**config.mk**
```make
export PLATFORM = sky130hd
export DESIGN_NAME = lsu_mem_initiator
export DESIGN_NICKNAME = d
export VERILOG_FILES = /design/src/rtl/lsu_mem_initiator_pkg.sv /design/src/rtl/lsu_load_extend.sv /design/src/rtl/lsu_mem_initiator.sv
export SDC_FILE = /design/constraint.sdc
export NUM_CORES = 1
export LEC_CHECK = 0
export ABC_AREA = 1
export BUFFER_PORTS_ARGS = -buffer_cell sky130_fd_sc_hd__buf_2
export CORE_ASPECT_RATIO = 0.5
export CORE_UTILIZATION = 55
export DETAILED_ROUTE_END_ITERATION = 7
export PLACE_DENSITY = 0.76
export SYNTH_ARGS = -nofsm -noshare
export SYNTH_HDL_FRONTEND = slang
export SYNTH_SLANG_ARGS = --single-unit
```
**constraint.sdc**
```tcl
create_clock -name clk -period 6.3 [get_ports clk]
set_input_delay 1.26 -clock clk [delete_from_list [all_inputs] [get_ports clk]]
set_output_delay 1.26 -clock clk [all_outputs]
set_load 0.02 [all_outputs]
```
**src/rtl/lsu_mem_initiator_pkg.sv**
```systemverilog
// Shared memory size encodings, FSM state type and access-shape helpers for the LSU initiator.
package lsu_mem_initiator_pkg;

   localparam logic [2:0] MEM_BYTE = 3'b000;
   localparam logic [2:0] MEM_HALF = 3'b001;
   localparam logic [2:0] MEM_WORD = 3'b010;
   localparam logic [2:0] MEM_LBU  = 3'b100;
   localparam logic [2:0] MEM_LHU  = 3'b101;

   typedef enum logic [1:0] {IDLE, ACCESS, RESP} lsu_state_e;

   // Unused codes collapse to a word; stores never carry the unsigned-load bit.
   function automatic logic [2:0] norm_size(input logic [2:0] code, input logic store);
      logic [2:0] s;
      s = code;
      if (code == 3'd3 || code == 3'd6 || code == 3'd7) s = MEM_WORD;
      if (store) s = s & 3'b011;
      return s;
   endfunction

   // Index of the final beat: 0 for an aligned access, byte count minus one otherwise.
   function automatic logic [1:0] last_beat(input logic [2:0] size, input logic [1:0] addr_lo);
      logic [1:0] l;
      l = 2'd0;
      if (size[1:0] == 2'b01 && addr_lo[0]) l = 2'd1;
      if (size[1:0] == 2'b10 && addr_lo != 2'b00) l = 2'd3;
      return l;
   endfunction

endpackage

```
**src/rtl/lsu_load_extend.sv**
```systemverilog
// Sign/zero extension of an assembled load word according to its funct3 size code.
module lsu_load_extend
   import lsu_mem_initiator_pkg::*;
(
   input  logic [31:0] word,
   input  logic [2:0]  size,
   output logic [31:0] result
);

   always_comb begin
      result = word;
      case (size)
         MEM_BYTE: result = {{24{word[7]}}, word[7:0]};
         MEM_HALF: result = {{16{word[15]}}, word[15:0]};
         MEM_LBU:  result = {24'h0, word[7:0]};
         MEM_LHU:  result = {16'h0, word[15:0]};
         default:  result = word;
      endcase
   end

endmodule

```
**src/rtl/lsu_mem_initiator.sv**
```systemverilog
// Load/store initiator: one request per handshake, misaligned accesses split into byte beats.
// Build option: define LSU_MISALIGN_TRAP_EN to reject misaligned requests with resp_err_o.
module lsu_mem_initiator
   import lsu_mem_initiator_pkg::*;
#(
   parameter int unsigned          AWIDTH    = 32,
   parameter int unsigned          DWIDTH    = 32,
   parameter logic [AWIDTH-1:0]    BASE_ADDR = 'h01000000
) (
   input  logic              clk,
   input  logic              rst,
   input  logic              req_valid_i,
   output logic              req_ready_o,
   input  logic [AWIDTH-1:0] req_addr_i,
   input  logic [DWIDTH-1:0] req_data_i,
   input  logic [2:0]        req_size_encoded_i,
   input  logic              req_store_i,
   output logic              resp_valid_o,
   output logic [DWIDTH-1:0] resp_data_o,
   output logic              resp_err_o,
   output logic [AWIDTH-1:0] mem_addr_o,
   output logic [DWIDTH-1:0] mem_data_o,
   output logic [2:0]        mem_size_encoded_o,
   output logic              mem_read_en_o,
   output logic              mem_write_en_o,
   input  logic [DWIDTH-1:0] mem_data_i
);

   lsu_state_e        state;
   logic [AWIDTH-1:0] base;
   logic [DWIDTH-1:0] wdata;
   logic [DWIDTH-1:0] asm_word;
   logic [2:0]        size;
   logic              store;
   logic              split;
   logic [1:0]        beat;
   logic [1:0]        last;

   logic [2:0]        acc_size;
   logic [1:0]        acc_last;
   logic [1:0]        beat_nxt;
   logic [DWIDTH-1:0] asm_next;
   logic [DWIDTH-1:0] ext_word;

   assign acc_size = norm_size(req_size_encoded_i, req_store_i);
   assign acc_last = last_beat(acc_size, req_addr_i[1:0]);
   assign beat_nxt = beat + 2'd1;

   // Assembly including the byte arriving this cycle, so the final beat extends in one step.
   always_comb begin
      asm_next = asm_word;
      asm_next[{beat, 3'b000} +: 8] = mem_data_i[7:0];
   end

   lsu_load_extend u_extend (
      .word   (asm_next),
      .size   (size),
      .result (ext_word)
   );

   always_ff @(posedge clk) begin
      if (rst) begin
         state              <= IDLE;
         req_ready_o        <= 1'b1;
         resp_valid_o       <= 1'b0;
         resp_data_o        <= '0;
         resp_err_o         <= 1'b0;
         mem_read_en_o      <= 1'b0;
         mem_write_en_o     <= 1'b0;
         mem_addr_o         <= BASE_ADDR;
         mem_data_o         <= '0;
         mem_size_encoded_o <= MEM_WORD;
         beat               <= 2'd0;
         last               <= 2'd0;
         asm_word           <= '0;
         base               <= '0;
         wdata              <= '0;
         size               <= MEM_WORD;
         store              <= 1'b0;
         split              <= 1'b0;
      end else begin
         case (state)
            IDLE: begin
               resp_valid_o <= 1'b0;
               if (req_valid_i) begin
                  req_ready_o <= 1'b0;
                  base        <= req_addr_i;
                  wdata       <= req_data_i;
                  size        <= acc_size;
                  store       <= req_store_i;
                  split       <= (acc_last != 2'd0);
                  last        <= acc_last;
                  beat        <= 2'd0;
                  asm_word    <= '0;
`ifdef LSU_MISALIGN_TRAP_EN
                  if (acc_last != 2'd0) begin
                     state        <= RESP;
                     resp_valid_o <= 1'b1;
                     resp_err_o   <= 1'b1;
                     resp_data_o  <= '0;
                  end else
`endif
                  begin
                     state              <= ACCESS;
                     mem_addr_o         <= req_addr_i;
                     mem_data_o         <= req_data_i;
                     mem_size_encoded_o <= (acc_last != 2'd0) ?
                                           (req_store_i ? MEM_BYTE : MEM_LBU) : acc_size;
                     mem_read_en_o      <= !req_store_i;
                     mem_write_en_o     <= req_store_i;
                  end
               end
            end
            ACCESS: begin
               if (!store) asm_word <= split ? asm_next : mem_data_i;
               if (beat == last) begin
                  state          <= RESP;
                  mem_read_en_o  <= 1'b0;
                  mem_write_en_o <= 1'b0;
                  resp_valid_o   <= 1'b1;
                  resp_err_o     <= 1'b0;
                  // Aligned loads arrive already extended by the memory.
                  resp_data_o    <= store ? '0 : (split ? ext_word : mem_data_i);
               end else begin
                  beat       <= beat_nxt;
                  mem_addr_o <= base + AWIDTH'(beat_nxt);
                  mem_data_o <= wdata >> {beat_nxt, 3'b000};
               end
            end
            RESP: begin
               resp_valid_o <= 1'b0;
               req_ready_o  <= 1'b1;
               state        <= IDLE;
            end
            default: begin
               state          <= IDLE;
               req_ready_o    <= 1'b1;
               mem_read_en_o  <= 1'b0;
               mem_write_en_o <= 1'b0;
               resp_valid_o   <= 1'b0;
            end
         endcase
      end
   end

endmodule

```
==> metrics.csv <==
metric,value,unit
clk_lat worst skew,0.50,ns
Final TNS setup,0,ns
gr usage total,31.95,%
unrepaired setup endpoints after global routing,no,
CP max-delay cell,dfxtp_2,
Post-Synthesis Cells,1509,
number of max-cap violations,0,
PD cells,295.2,nW/um^2
vias in the first global route,10200,
DIE HEIGHT,97.95,microns
Pre-antenna DRT Iters,5,
root buffer cell,clkbuf_16,
Rows,34,
Leak,5.065,nW
clk buf depth,3,
worst path cell trace,inv_2 > ha_1 > inv_2 > nand2_1 > inv_1 > a22oi_1 > o21ai_1,
final worst path period share,58.93,%
Synth cell types,46,
global-route wire length before repair,49.88,mm
Slew @ Worst Pin,1.044,ns
RR Endpoint,mem_data_o[19]$_SDFFE_PP0P_,
Seq. cell area,4185,sq um
Detail Route Antenna Nets,0,
Setup crit end,mem_data_o[19]$_SDFFE_PP0P_,
Die ar.,18990,sq um
worst-path fanout max,47,
Initial Util,57.23,%
classification of the worst setup path,register to register,
Worst Hold Class,register to register,
setup violators final,0,
Nets,1766,
area delta synth->final,16.01,%
IO Pins,207,
final hold vios,0,
Synth Net Count,1619,
Max Freq,269.4,MHz
# clock sinks,209,
Final Max Tran Viols,0,
Worst EP required,6.65,ns
RR Startpoint,beat[0]$_SDFFE_PP0P_,
die width,193.9,microns
Num CTS Buffers,20,
Post-DP HPWL,20.85,mm
Synth Flop Type,dfxtp_1,
via count,10790,
area of the multi-input gates,5216,sq um
Mapped Area,10130,sq um
hold_buf cts,0,
"CTS clk-pin slew, worst paths",0.06,ns
register area share after synthesis,41.31,%
CTS tree,yes,
number of synthesized flops with an enable pin,0,
Core Box Area,17700,sq um
routability cong.,1.003,
Max IR drop VDD,0.2216,mV
Setup crit start,beat[0]$_SDFFE_PP0P_,
Worst setup EP type,register,
leading post-synthesis cells by cell area,"dfxtp_1 41%, nand2_1 15%, a21oi_1 8.7%",
"Top cell by count, worst path",inv_2,
post-synth top area share,41.31,%
port bufs,205,
initial antenna violation count,0,
# diodes,0,
vias per cell,5.669,
outcome,"finished, final reports clean",
average wire per standard cell,16.19,microns
synth warn,0,
H-tree levels,1,
Yosys top cell by area,dfxtp_1,
Max-slew headroom,30.21,%
Routed WL,30.83,mm
"setup slack, reg-to-reg",2.59,ns
Yosys reg bits,209,
r2r worst-path depth,7,
synthesized area per cell,6.711,sq um
"Min Clock Period, post-route",3.712,ns
setup bufs post-CTS,0,
worst hold slack,0.4535,ns
global route overflow,0,
Initial DRC Count,897,
skew final,0.01010,ns
layout cells sized above 1,16.77,%
# fillers,1616,
CP max stage delay,0.97,ns
Residual DRC,0,
post-synthesis async set-or-reset flop share,0,%
startpoint types,register,
Worst Path Arrival,4.07,ns
largest net degree at the start of global routing,90,
CTS resizes,0,
[metrics by stage]
step | utilization [%] | power [mW] | setup slack [ns] | std cells | area (sq um)
2_1_floorplan | - | 2.058 | 3.805 | 1509 | 10130
3_3_place_gp | 62.73 | 2.271 | 2.651 | 1868 | 11100
3_5_place_dp | 62.73 | 2.288 | 2.559 | 1868 | 11100
4_1_cts | 66.39 | 3.473 | 2.654 | 1904 | 11750
5_1_grt | 66.39 | 3.621 | 2.341 | 1904 | 11750
6_report | 66.39 | 3.468 | 2.588 | 1904 | 11750
[worst max-delay path: cells and delay by family, from the launching register on]
kind | cells | cell delay (ns)
AO/OA/AOI/OAI | 2 | 0.35
adder cells (fa/ha/maj) | 1 | 0.66
buffers and inverters | 3 | 1.01
flip-flops | 1 | 0.97
AND/OR/NAND/NOR | 1 | 0.55
[synthesized netlist by cell type, types with 2 or more instances]
cell type  number
nand4_1         3
o21ai_0       152
buf_2          30
ha_1            6
xnor2_1         2
nand3b_1        2
inv_1          75
buf_4           7
xor2_1          8
mux2i_1         5
nor2_4          4
o211ai_1        6
nand3_1        94
nor2_2          2
nand2_1       392
a21oi_1       176
nand2_2         6
o22ai_1         5
clkbuf_2        3
buf_1           5
or2_2           9
clkinv_1        2
clkbuf_1       42
a22oi_1        11
nor2_1        198
nor3_1          4
o21ai_1        16
a211oi_1        4
dfxtp_1       209
o21a_1          2
inv_2           7
a31oi_1         8
[kinds of logic (layout without fill, tap and decap cells)]
kind of cell	Yosys count	count (layout)	synth area share (%)
DFF	209	209	41.31
muxes	5	5	0.4942
and+or+nand+nor	718	718	29.07
adders and majority gates	7	7	0.9390
buffers and inverters	173	334	7.178
xor gates and xnor gates	11	11	1.026
AOI/OAI and AO/OA	385	385	19.94
other	1	1	0.03703
[power by group]
group	leakage (nW)	internal, mW	total [mW]	switching [mW]
clock network	0.319	0.675	1.20	0.521
logic	3.03	0.228	0.721	0.493
registers	1.72	1.45	1.55	0.101
[cells in the final DEF, fill, tap and decap left out, types with 5 or more instances in the layout]
cell type	count
ha_1	6
buf_4	8
nand2_1	392
clkbuf_8	5
dfxtp_1	208
o22ai_1	5
nand2_2	6
o21ai_0	152
or2_2	9
mux2i_1	5
xor2_1	8
o211ai_1	6
o21ai_1	16
nand3_1	94
a21oi_1	176
buf_2	205
clkbuf_1	5
inv_2	8
nor2_1	198
a31oi_1	8
a22oi_1	11
clkbuf_16	21
inv_1	73
[layout make-up]
class	count	area share, %
sequential	209	35.62
clock buffer	31	5.218
clock inverter	5	0.2875
multi-input combinational	1127	44.40
timing repair buffer	213	9.244
tap	234	2.492
inverter	85	2.737
[flip-flops by register name, summed over array words and instances, names as in the netlist, 2 cells and up]
name and flops:
last 2, mem_addr_o 32, mem_data_o 32, resp_data_o 32
size 3, mem_size_encoded_o 3, wdata 32, base 32
beat 2, state 2, asm_word 32
[per-layer routing]
| layer | routed length [microns] | vias to the layer above | GRT usage (%) |
|---|---|---|---|
| met5 | 0 | - | 0 |
| met2 | 14340 | 468 | 53.87 |
| met4 | 807 | 0 | 11.72 |
| met1 | 13480 | 5016 | 42.16 |
| met3 | 2206 | 66 | 4.352 |
| li1 | - | 5243 | - |
[worst min-delay path by stage]
stage	start	end	slack, ns	cells past startpoint
CTS	mem_addr_o[18]$_SDFFE_PP0P_	mem_addr_o[18]$_SDFFE_PP0P_	0.46	2
global placement	mem_addr_o[12]$_SDFFE_PP0P_	mem_addr_o[12]$_SDFFE_PP0P_	0.44	2
detailed placement	mem_addr_o[18]$_SDFFE_PP0P_	mem_addr_o[18]$_SDFFE_PP0P_	0.43	2
floorplan	asm_word[31]$_SDFFE_PP0P_	asm_word[31]$_SDFFE_PP0P_	0.44	2
global route	mem_data_o[11]$_SDFFE_PP0P_	mem_data_o[11]$_SDFFE_PP0P_	0.48	2
finish	mem_addr_o[18]$_SDFFE_PP0P_	mem_addr_o[18]$_SDFFE_PP0P_	0.45	2
Power figures use the tool's default switching activity.
